--- src/rtl/ssp_tx_fifo_p.sv ---
// SSP transmit FIFO: circular buffer with first-word-fall-through head, occupancy count,
// watermark interrupt and sticky overrun/underrun flags.
module ssp_tx_fifo_p #(
  parameter int unsigned  DATA_W = 8,
  parameter int unsigned  DEPTH  = 8,
  localparam int unsigned CNT_W  = $clog2(DEPTH) + 1
) (
  input  logic              PCLK,
  input  logic              CLEAR,
  input  logic              PSEL,
  input  logic              PWRITE,
  input  logic [DATA_W-1:0] PWDATA,
  input  logic              fin,
  input  logic              TXIM,
  input  logic [CNT_W-1:0]  TxLevel,
  input  logic              ERR_CLR,
  output logic [DATA_W-1:0] TxData,
  output logic              validTx,
  output logic              TxFull,
  output logic              SSPTXINTR,
  output logic [CNT_W-1:0]  TxCount,
  output logic              TxOverrun,
  output logic              TxUnderrun
);

  localparam int unsigned      PTR_W   = $clog2(DEPTH);
  localparam logic [CNT_W-1:0] FullCnt = CNT_W'(DEPTH);

  logic [DATA_W-1:0] mem_q [DEPTH];
  logic [PTR_W-1:0]  wr_ptr_q, wr_ptr_d;
  logic [PTR_W-1:0]  rd_ptr_q, rd_ptr_d;
  logic [CNT_W-1:0]  count_q, count_d;
  logic              ovr_q, ovr_d;
  logic              und_q, und_d;

  logic push, empty, full, pop_ok, push_ok;

  always_comb begin
    push    = PSEL & PWRITE;
    empty   = (count_q == '0);
    full    = (count_q == FullCnt);
    pop_ok  = fin & ~empty;
    // At full a push is still taken if the head leaves in the same cycle.
    push_ok = push & (~full | pop_ok);

    wr_ptr_d = wr_ptr_q;
    rd_ptr_d = rd_ptr_q;
    count_d  = count_q;
    if (push_ok) wr_ptr_d = wr_ptr_q + PTR_W'(1);
    if (pop_ok)  rd_ptr_d = rd_ptr_q + PTR_W'(1);
    if (push_ok && !pop_ok)      count_d = count_q + CNT_W'(1);
    else if (pop_ok && !push_ok) count_d = count_q - CNT_W'(1);

    // New errors win over ERR_CLR in the same cycle.
    ovr_d = (ovr_q & ~ERR_CLR) | (push & full & ~fin);
    und_d = (und_q & ~ERR_CLR) | (fin & empty);
  end

  always_ff @(posedge PCLK) begin
    if (CLEAR) begin
      wr_ptr_q <= '0;
      rd_ptr_q <= '0;
      count_q  <= '0;
      ovr_q    <= 1'b0;
      und_q    <= 1'b0;
    end else begin
      wr_ptr_q <= wr_ptr_d;
      rd_ptr_q <= rd_ptr_d;
      count_q  <= count_d;
      ovr_q    <= ovr_d;
      und_q    <= und_d;
    end
  end

  always_ff @(posedge PCLK) begin
    if (!CLEAR && push_ok) mem_q[wr_ptr_q] <= PWDATA;
  end

  assign TxData     = empty ? '0 : mem_q[rd_ptr_q];
  assign validTx    = ~empty;
  assign TxFull     = full;
  assign TxCount    = count_q;
  assign TxOverrun  = ovr_q;
  assign TxUnderrun = und_q;
  assign SSPTXINTR  = TXIM & (count_q <= TxLevel);

endmodule

--- config.mk ---
export PLATFORM = sky130hd
export DESIGN_NAME = ssp_tx_fifo_p
export DESIGN_NICKNAME = d
export VERILOG_FILES = /design/src/rtl/ssp_tx_fifo_p.sv
export SDC_FILE = /design/constraint.sdc
export NUM_CORES = 1
export LEC_CHECK = 0
export CORE_ASPECT_RATIO = 1.5
export CORE_UTILIZATION = 48
export CTS_CLUSTER_SIZE = 12
export DETAILED_ROUTE_END_ITERATION = 10
export MAX_ROUTING_LAYER = met4
export PLACE_DENSITY = 0.77
export SYNTH_ARGS = -nofsm -noshare
export SYNTH_HDL_FRONTEND = slang
export SYNTH_SLANG_ARGS = --single-unit
--- constraint.sdc ---
create_clock -name PCLK -period 4.9 [get_ports PCLK]
set_input_delay 0.98 -clock PCLK [delete_from_list [all_inputs] [get_ports PCLK]]
set_output_delay 0.98 -clock PCLK [all_outputs]
set_load 0.02 [all_outputs]
==> results.yml <==
status:
  outcome: "completed"
sta:
  max_slew_margin: 0.398
  worstMarginPinSlew_ns: 0.900
  min_period_ns: 3.90
  setup_slack_ns: 1.00
  fin_crit_sh: 0.795
  hold_viol_final: 0
  fin_tns_setup_ns: 0
  max_freq_mhz: 257
  setup_viol: 0
  skew_ns: 0.00950
  drv_slew: 0
  rsz0062_at_grt: "false"
synth:
  ys_ff_latch: 79
  ys_seq_area_frac: 0.678
  yosys_warnings: 0
  syn-num-nets: 230
  yosysUniqueCellTypes: 37
  syn_avg_cell_area_um2: 16.3
  netlist_area_um2: 3280
  synthCells: 201
power:
  p_total_mw: 1.93
  power_switching_mw: 0.575
  combPwrFrac: 0.320
  ir_worst_vdd_mv: 0.313
  p_seq_frac: 0.420
  pwr-share-clk: 0.260
  p_sw_frac: 0.298
  p_leak_nw: 1.33
  pwr_density_cell_nw_per_um2: 489
  p_int_mw: 1.36
worst_setup_path:
  cp.buffers_inverters: 3
  critPathMaxFanout: 2
  worstSetupPathType: "in -> out"
  r2r_start: "TxCount[0]"
  worst-r2r-setup-slack_ns: 1.75
  cp_common_cell: "clkdlybuf4s50_1"
  crit_arrival_ns: 2.92
  worst-path-stages: 8
  required_ns: 3.92
  cp_slowest_cell: "clkdlybuf4s50_1"
  cp-start-kind: "primary input"
  reg2regPathDepth: 10
  path_delay_family: "buffers and inverters"
  critPathMaxStageDelay_ns: 0.62
  endpoint: "SSPTXINTR"
  critical_path.startpoint: "TxLevel[1]"
  reg2reg_to: "TxCount[3]"
  end_kind: "primary output"
  crit_chain: "clkdlybuf4s50_1 -> inv_1 -> ha_1 -> nor2b_1 -> o21ai_0 -> nand2b_1 -> a31oi_1 -> clkdlybuf4s50_1"
placement:
  portBuffers: 35
  hpwl_um: 3780
  dp_cells: 311
  gp_congestion: 0.764
  dp_slack_ns: 1.02
global_routing:
  grtUsageTotal: 0.184
  antenna_found_initial: 0
  grt_pass1_vias: 1787
  grt_max_degree: 18
  grt_pass1_wl_um: 9180
  grt-ovfl-total: 0
floorplan:
  start_util: 0.502
  die_area_um2: 7170
  row_count: 36
  core_um2: 6530
  ioPinCount: 36
  fp.dieH_um: 103
  fp.dieW_um: 69.5
final_layout:
  layoutNonFillerInstCount: 327
  drive_above_1_share: 0.167
  final_cell_mix: "edfxtp_1, clkdlybuf4s50_1, nor2_1"
  mostFrequentLayoutCell: "edfxtp_1"
  area_growth_pct: 20.6
  nNetsFinal: 275
  fin_util: 0.605
  diodes: 0
clocking:
  cts_tree: "done"
  cts_buffer_depth: 2
  numCtsBuffers: 9
  h-tree-depth: 3
  clock_latency_ns: 0.34
  cts_hold_buffers: 0
  cts_root_buffer: "clkbuf_8"
  cts_sinks: 79
  cts_setup_buffers: 0
  cts_resized: 0
  cts.reportedPaths.clkPinSlew_ns: 0.07
detailed_routing:
  routed_via_density: 5.48
  vias: 1792
  routedWlPerCell_um: 17.6
  drt_iter0_drc: 163
  firstDrtPassIters: 4
  ant_nets: 0
  drt_wl_total_um: 5750
  drc: 0
flow_run:
  max_cap_violations: 0
worst_hold_path:
  worstHoldPathType: "reg -> reg"
-- Yosys cell counts --
cell / count / share of area
o21ai_0: 2 / 0.0031
buf_4: 1 / 0.0023
nor4b_1: 1 / 0.0027
a22oi_1: 1 / 0.0023
clkbuf_1: 3 / 0.0034
mux4_2: 16 / 0.11
nor4_4: 1 / 0.0065
xnor2_1: 1 / 0.0027
nand3_1: 3 / 0.0046
buf_2: 2 / 0.0031
nand4_1: 1 / 0.0019
mux2i_1: 9 / 0.027
nor4_1: 2 / 0.0038
dfxtp_1: 15 / 0.092
a211oi_1: 1 / 0.0023
fa_1: 1 / 0.0061
o21ai_1: 1 / 0.0015
nand2_2: 1 / 0.0019
nand2b_1: 2 / 0.0038
inv_1: 9 / 0.010
a21oi_1: 5 / 0.0076
a31oi_1: 2 / 0.0038
nand2_1: 8 / 0.0092
edfxtp_1: 64 / 0.59
nand3b_1: 1 / 0.0023
xor2_1: 3 / 0.0080
buf_1: 2 / 0.0023
nor2_1: 23 / 0.026
nor3_1: 3 / 0.0046
nor2b_1: 2 / 0.0038
inv_2: 1 / 0.0011
or3_1: 1 / 0.0019
a32oi_1: 1 / 0.0027
o211ai_4: 1 / 0.0065
ha_1: 9 / 0.034
or4b_4: 1 / 0.0042
mux2_2: 1 / 0.0034
-- sequential cells by signal, indices dropped and copies added (netlist names), named ones only --
| register | count |
|---|---|
| mem_q | 64 |
| TxCount | 4 |
| TxOverrun | 1 |
| rd_ptr_q | 3 |
| wr_ptr_q | 3 |
| TxUnderrun | 1 |
-- layout make-up --
type | instances | area (µm²)
well taps | 76 | 95.1
fillers | 465 | 2580
clock inverters | 5 | 75.1
flip-flops and latches | 79 | 2220
inverters | 10 | 37.5
repair buffers | 42 | 403
multi-input cells | 104 | 987
clock buffers | 11 | 131
-- cells by family after synthesis --
logic type	synth area share
AND/OR/NAND/NOR	0.0775
multiplexers	0.141
buffers and inverters	0.0225
XOR/XNOR	0.0107
AO/OA/AOI/OAI	0.0298
adder cells (fa/ha/maj)	0.0405
flip-flops	0.678
-- metrics by stage --
step | area, µm² | hold WS, ns
global route | 3950 | 0.550
finish | 3950 | 0.494
floorplan | 3280 | 0.454
global placement | 3740 | 0.479
detailed placement | 3740 | 0.482
CTS | 3950 | 0.496
-- worst min-delay path by stage --
stage	start	depth (start not counted)	slack, ns	to
2_1_floorplan	rd_ptr_q[1]	2	0.45	flop
3_3_place_gp	TxOverrun	2	0.48	TxOverrun
3_5_place_dp	TxOverrun	2	0.48	TxOverrun
4_1_cts	rd_ptr_q[1]	2	0.50	rd_ptr_q[1]
5_1_grt	rd_ptr_q[1]	2	0.55	rd_ptr_q[1]
6_report	rd_ptr_q[1]	2	0.49	rd_ptr_q[1]
-- routing by layer --
layer,global-route usage,vias up,share of wire
met5,-,-,0
met4,0.0816,0,0.019
met3,0.0426,10,0.039
met2,0.333,47,0.53
met1,0.190,876,0.41
li1,-,859,-
-- power by group through the flow --
| stage | Sequential [mW] | Combinational, mW | Clock, mW |
|---|---|---|---|
| 2_1_floorplan | 0.823 | 0.402 | 0 |
| 3_3_place_gp | 0.825 | 0.614 | 0 |
| 3_5_place_dp | 0.827 | 0.625 | 0 |
| 4_1_cts | 0.813 | 0.629 | 0.507 |
| 5_1_grt | 0.818 | 0.675 | 0.541 |
| 6_report | 0.811 | 0.618 | 0.502 |
-- tightest hold or removal path: stages (launching register included) --
cell and delay, ns:
dfxtp_1 0.32, nand2_1 0.05, a21oi_1 0.07
Power figures use the tool's default switching activity.
==> patch 1 (same flow settings) <==
Register the output `TxData`; this adds one clock of latency there. The other outputs are not delayed to match.
--- a/src/rtl/ssp_tx_fifo_p.sv
+++ b/src/rtl/ssp_tx_fifo_p.sv
@@ -76,7 +76,9 @@
     if (!CLEAR && push_ok) mem_q[wr_ptr_q] <= PWDATA;
   end
 
-  assign TxData     = empty ? '0 : mem_q[rd_ptr_q];
+  always_ff @(posedge PCLK) begin
+    TxData <= empty ? '0 : mem_q[rd_ptr_q];
+  end
   assign validTx    = ~empty;
   assign TxFull     = full;
   assign TxCount    = count_q;
Check against the original RTL: not equivalent (Yosys sat finds a counterexample within 4 cycles, from zero or initial values).
==> patch 1 against the original RTL <==
Count of clock-buffer cells in the layout fell by 1. Critical path type unchanged. Cell area rose by 2.2%. Setup slack improved by 0.0070 ns. Routed wire length rose by 7.0%. Largest power group unchanged. Largest cell class unchanged. Synthesized area rose by 2.8%. Power rose by 0.84%. Sequential cell count rose by 5.
==> patch 1: results (changes against the original RTL) <==
Status: finished, final reports clean (unchanged)
Largest vdd supply drop: 0.249 mV (was 0.313 mV)
Clock tree root buffer cell: sky130_fd_sc_hd__clkbuf_8 (unchanged)
Most numerous cell types in the synthesized netlist: sky130_fd_sc_hd__edfxtp_1 (64), sky130_fd_sc_hd__nor2_1 (22), sky130_fd_sc_hd__dfxtp_1 (20) (was sky130_fd_sc_hd__edfxtp_1 (64), sky130_fd_sc_hd__nor2_1 (23), sky130_fd_sc_hd__mux4_2 (16))
Number of enable flip-flop cells after synthesis: 64 (unchanged)
Asr flop ratio synth: 0% (unchanged)
Number of global-route vias before repair: 1845 (was 1787)
Reg with most FFs: mem_q (unchanged)
Fraction of layout cells with a size suffix above 1: 17.3% (was 16.7%)
Ys flop type: sky130_fd_sc_hd__edfxtp_1 (unchanged)
DRT Pass-1 Iters: 4 (unchanged)
Number of flip-flops under the largest register name: 64 (unchanged)
Count of buffers added by post-CTS timing repair for setup: 0 (unchanged)
Library cells used by synthesis: 37 (unchanged)
Maximum root-to-sink buffer count: 2 (unchanged)
Number of levels in the clock H-tree: 3 (unchanged)
Post-detailed-route wirelength per cell: 18.5 µm (was 17.6 µm)
Relative slew slack: 40.5% (was 39.8%)
Total global routing track utilization: 18.5% (was 18.4%)
Synth area leaders: sky130_fd_sc_hd__edfxtp_1 (57%), sky130_fd_sc_hd__dfxtp_1 (12%), sky130_fd_sc_hd__mux4_2 (11%) (was sky130_fd_sc_hd__edfxtp_1 (59%), sky130_fd_sc_hd__mux4_2 (11%), sky130_fd_sc_hd__dfxtp_1 (9.2%))
Area post-placement: 3840 µm² (was 3740 µm²)
Clock insertion delay at the later pin of the skew report: 0.35 ns
Hpwl dp: 4.04 mm (was 3.78 mm)
Total nets after synthesis: 233 (was 230)
Global-route wire length before repair: 9.56 mm (was 9.18 mm)
Placer Congestion: 0.713 (was 0.764)
Data arrival, critical path: 2.91 ns (was 2.92 ns)
Total leakage power: 0.00136 µW (was 0.00133 µW)
Port Buffers: 35 (unchanged)
Routed via count divided by cell count: 5.64 (was 5.48)
Type of the worst min-delay path: reg2reg (unchanged)
Maximum number of pins on one net before global-route repair: 19 (was 18)
Initial antenna violation count: 0 (unchanged)
Reg clk slew, reported paths: 0.09 ns (was 0.07 ns)
Register area share after synthesis: 68.9% (was 67.8%)
CTS buffer count: 9 (unchanged)
1st-iter DRT viols: 130 (was 163)
Number of synthesis warnings: 0 (unchanged)
Net total in the final layout: 279 (was 275)
Count of fill cells added during filler insertion: 529 (was 465)
# resized after CTS: 0 (unchanged)
Switch share: 30.5% (was 29.8%)
Diode count: 0 (unchanged)
Largest clock skew in the final design: 0.00974 ns (was 0.00950 ns)
Top fanout value on the critical path: 2 (unchanged)
## patch 1: cell types whose count changed after synthesis, sizes merged
cell / change
clkbuf: -1
nor2: -1
dfxtp: +5
## patch 1: layout make-up
cell class              count  share of cell area (%)
flip-flops and latches     84                    57.5
clock inverters             6                    1.77
inverters                  10                   0.930
clock buffers              10                    3.16
well taps                  78                    2.42
multi-input cells         103                    24.2
repair buffers             42                    9.98
## patch 1: through the flow
stage,instances,worst slack [ns],utilization [%]
after floorplan,204,1.92,-
after global placement,317,1.04,56.4
after detailed placement,317,1.00,56.4
after CTS,333,0.997,59.3
after global routing,333,0.898,59.3
final,333,1.01,59.3
## patch 1: cells by family after synthesis
kind of cell	Yosys count	synth area share, %
compound gates	14	2.90
xor+xnor	4	1.04
fa+ha+maj	10	3.94
buf+inv	17	2.08
flops	84	68.9
mux	26	13.7
simple gates	49	7.43
## patch 1: path summary, 6_finish.rpt
check | cells after the start | start | end | slack [ns]
max | 8 | TxLevel[1] | SSPTXINTR | 1.01
min | 2 | TxOverrun$_SDFF_PP0_ | TxOverrun$_SDFF_PP0_ | 0.50
max reg2reg | 10 | TxCount[3]$_SDFFE_PP0P_ | TxCount[3]$_SDFFE_PP0P_ | 1.76
min reg2reg | 2 | TxOverrun$_SDFF_PP0_ | TxOverrun$_SDFF_PP0_ | 0.50
## patch 1: power groups by stage
stage          Combinational [µW]  Sequential, µW  Clock, µW
6_report                      556             897        494
5_1_grt                       598             908        528
4_1_cts                       566             901        502
3_5_place_dp                  563             918          0
3_3_place_gp                  556             913          0
2_1_floorplan                 344             928          0
## patch 1: worst max-delay path, cell delays in order
cell and delay [ns]:
sky130_fd_sc_hd__clkdlybuf4s50_1 0.46, sky130_fd_sc_hd__inv_1 0.04, sky130_fd_sc_hd__ha_1 0.29, sky130_fd_sc_hd__nor2b_1 0.13, sky130_fd_sc_hd__o21ai_0 0.15, sky130_fd_sc_hd__nand2b_1 0.08
sky130_fd_sc_hd__a31oi_1 0.17, sky130_fd_sc_hd__clkdlybuf4s50_1 0.62
## patch 1: metal layers
layer / up-vias / global-route usage (%) / part of all wire [%]
met3: 6 / 2.89 / 3.9
met4: 0 / 9.57 / 1.3
met5: - / - / 0
met2: 53 / 30.9 / 55
met1: 948 / 21.4 / 40
li1: 871 / - / -
==> patch 2 (same flow settings) <==
Without the edit above. Change the parameter `DEPTH` from 8 to 4.
--- a/src/rtl/ssp_tx_fifo_p.sv
+++ b/src/rtl/ssp_tx_fifo_p.sv
@@ -2,7 +2,7 @@
 // watermark interrupt and sticky overrun/underrun flags.
 module ssp_tx_fifo_p #(
   parameter int unsigned  DATA_W = 8,
-  parameter int unsigned  DEPTH  = 8,
+  parameter int unsigned  DEPTH  = 4,
   localparam int unsigned CNT_W  = $clog2(DEPTH) + 1
 ) (
   input  logic              PCLK,
Ports: changed (resized TxCount and TxLevel); port bits go from 36 to 34. No check against the original RTL was run, so the function may have changed too.
==> patch 2 against the original RTL <==
Synthesized area down 43%. Global-route usage up 0.12 points. Power down 43%. First-iteration DRC count down 91%. Cell area down 40%. Final cell count down 38%. Largest cell class unchanged. Setup slack better by 0.063 ns. Sequential cell count down 36. Routed wire length down 46%. Largest power group unchanged.
==> patch 2: results (changes against the original RTL) <==
Hpwl dp: 2.21 mm (was 3.78 mm)
Proportion of synthesized area in mux cells: 11.6% (was 14.1%)
Largest vdd supply drop: 0.350 mV (was 0.313 mV)
Largest clock skew in the final design: 0.00420 ns (was 0.00950 ns)
Worst hold-check slack: 0.483 ns (was 0.494 ns)
Endpoint of the worst-slack reg-to-reg timing path: TxCount[2]$_SDFFE_PP0P_ (was TxCount[3]$_SDFFE_PP0P_)
CTS buffer count: 5 (was 9)
Total leakage power: 0.000826 µW (was 0.00133 µW)
Hold-critical path endpoint: TxOverrun$_SDFF_PP0_ (was rd_ptr_q[1]$_SDFFE_PP0N_)
Library cells used by synthesis: 27 (was 37)
Total nets after synthesis: 149 (was 230)
Synth area leaders: sky130_fd_sc_hd__edfxtp_1 (52%), sky130_fd_sc_hd__dfxtp_1 (12%), sky130_fd_sc_hd__mux4_2 (9.7%) (was sky130_fd_sc_hd__edfxtp_1 (59%), sky130_fd_sc_hd__mux4_2 (11%), sky130_fd_sc_hd__dfxtp_1 (9.2%))
Global-route wire length before repair: 5.17 mm (was 9.18 mm)
Post-detailed-route wirelength per cell: 15.3 µm (was 17.6 µm)
Clock insertion delay at the later pin of the skew report: 0.29 ns (was 0.34 ns)
Worst flop-to-flop path startpoint: TxCount[1]$_SDFFE_PP0P_ (was TxCount[0]$_SDFFE_PP0P_)
Relative slew slack: 64.4% (was 39.8%)
Status: finished, final reports clean (unchanged)
Port Buffers: 33 (was 35)
Data arrival, critical path: 2.85 ns (was 2.92 ns)
Total global routing track utilization: 18.5% (was 18.4%)
Register area share after synthesis: 63.7% (was 67.8%)
Placer Congestion: 0.767 (was 0.764)
Number of flip-flops under the largest register name: 32 (was 64)
Startpoint of the most critical hold path: TxOverrun$_SDFF_PP0_ (was rd_ptr_q[1]$_SDFFE_PP0N_)
Worst reg-to-reg path cell count: 8 (was 10)
Internal reg-to-reg setup slack: 2.58 ns (was 1.75 ns)
## patch 2: cell count changes in the layout (fill, tap and decap cells not counted), moves of 4 or more
cell,delta
sky130_fd_sc_hd__mux2i_1,-7
sky130_fd_sc_hd__edfxtp_1,-32
sky130_fd_sc_hd__buf_4,-6
sky130_fd_sc_hd__mux4_2,-8
sky130_fd_sc_hd__nor2_1,-16
sky130_fd_sc_hd__dfxtp_1,-4
sky130_fd_sc_hd__and2_1,+4
sky130_fd_sc_hd__clkbuf_8,-4
sky130_fd_sc_hd__nand2_1,-6
sky130_fd_sc_hd__nor2b_1,+8
## patch 2: worst max path at each step
stage                     slack (ns)  startpoint  depth (start not counted)   endpoint
after floorplan                 1.86  TxLevel[1]                          5  SSPTXINTR
after global routing            0.99  TxLevel[1]                          7  SSPTXINTR
after CTS                       1.05  TxLevel[1]                          7  SSPTXINTR
after detailed placement        1.06  TxLevel[1]                          7  SSPTXINTR
after global placement          1.12  TxLevel[1]                          7  SSPTXINTR
final                           1.07  TxLevel[1]                          7  SSPTXINTR
## patch 2: final cells by class
class	instances	area, µm²
Fill cell	278	1320
Tap cell	43	53.8
Sequential cell	43	1180
Clock buffer	6	72.6
Multi-Input combinational cell	68	629
Clock inverter	2	60.1
Timing Repair Buffer	34	338
Inverter	7	26.3
## patch 2: where the power goes
| group | leakage (µW) | internal [µW] | total [µW] | switching (µW) |
|---|---|---|---|---|
| registers | 0.000379 | 415 | 457 | 41.4 |
| logic | 0.000381 | 177 | 335 | 157 |
| clock network | 0.0000654 | 204 | 318 | 115 |
| total | 0.000826 | 796 | 1110 | 313 |
## patch 2: routing by layer
metal	track usage, %	wire, µm
met4	9.21	85
met1	18.4	1210
met2	31.4	1680
met5	-	0
met3	5.62	134
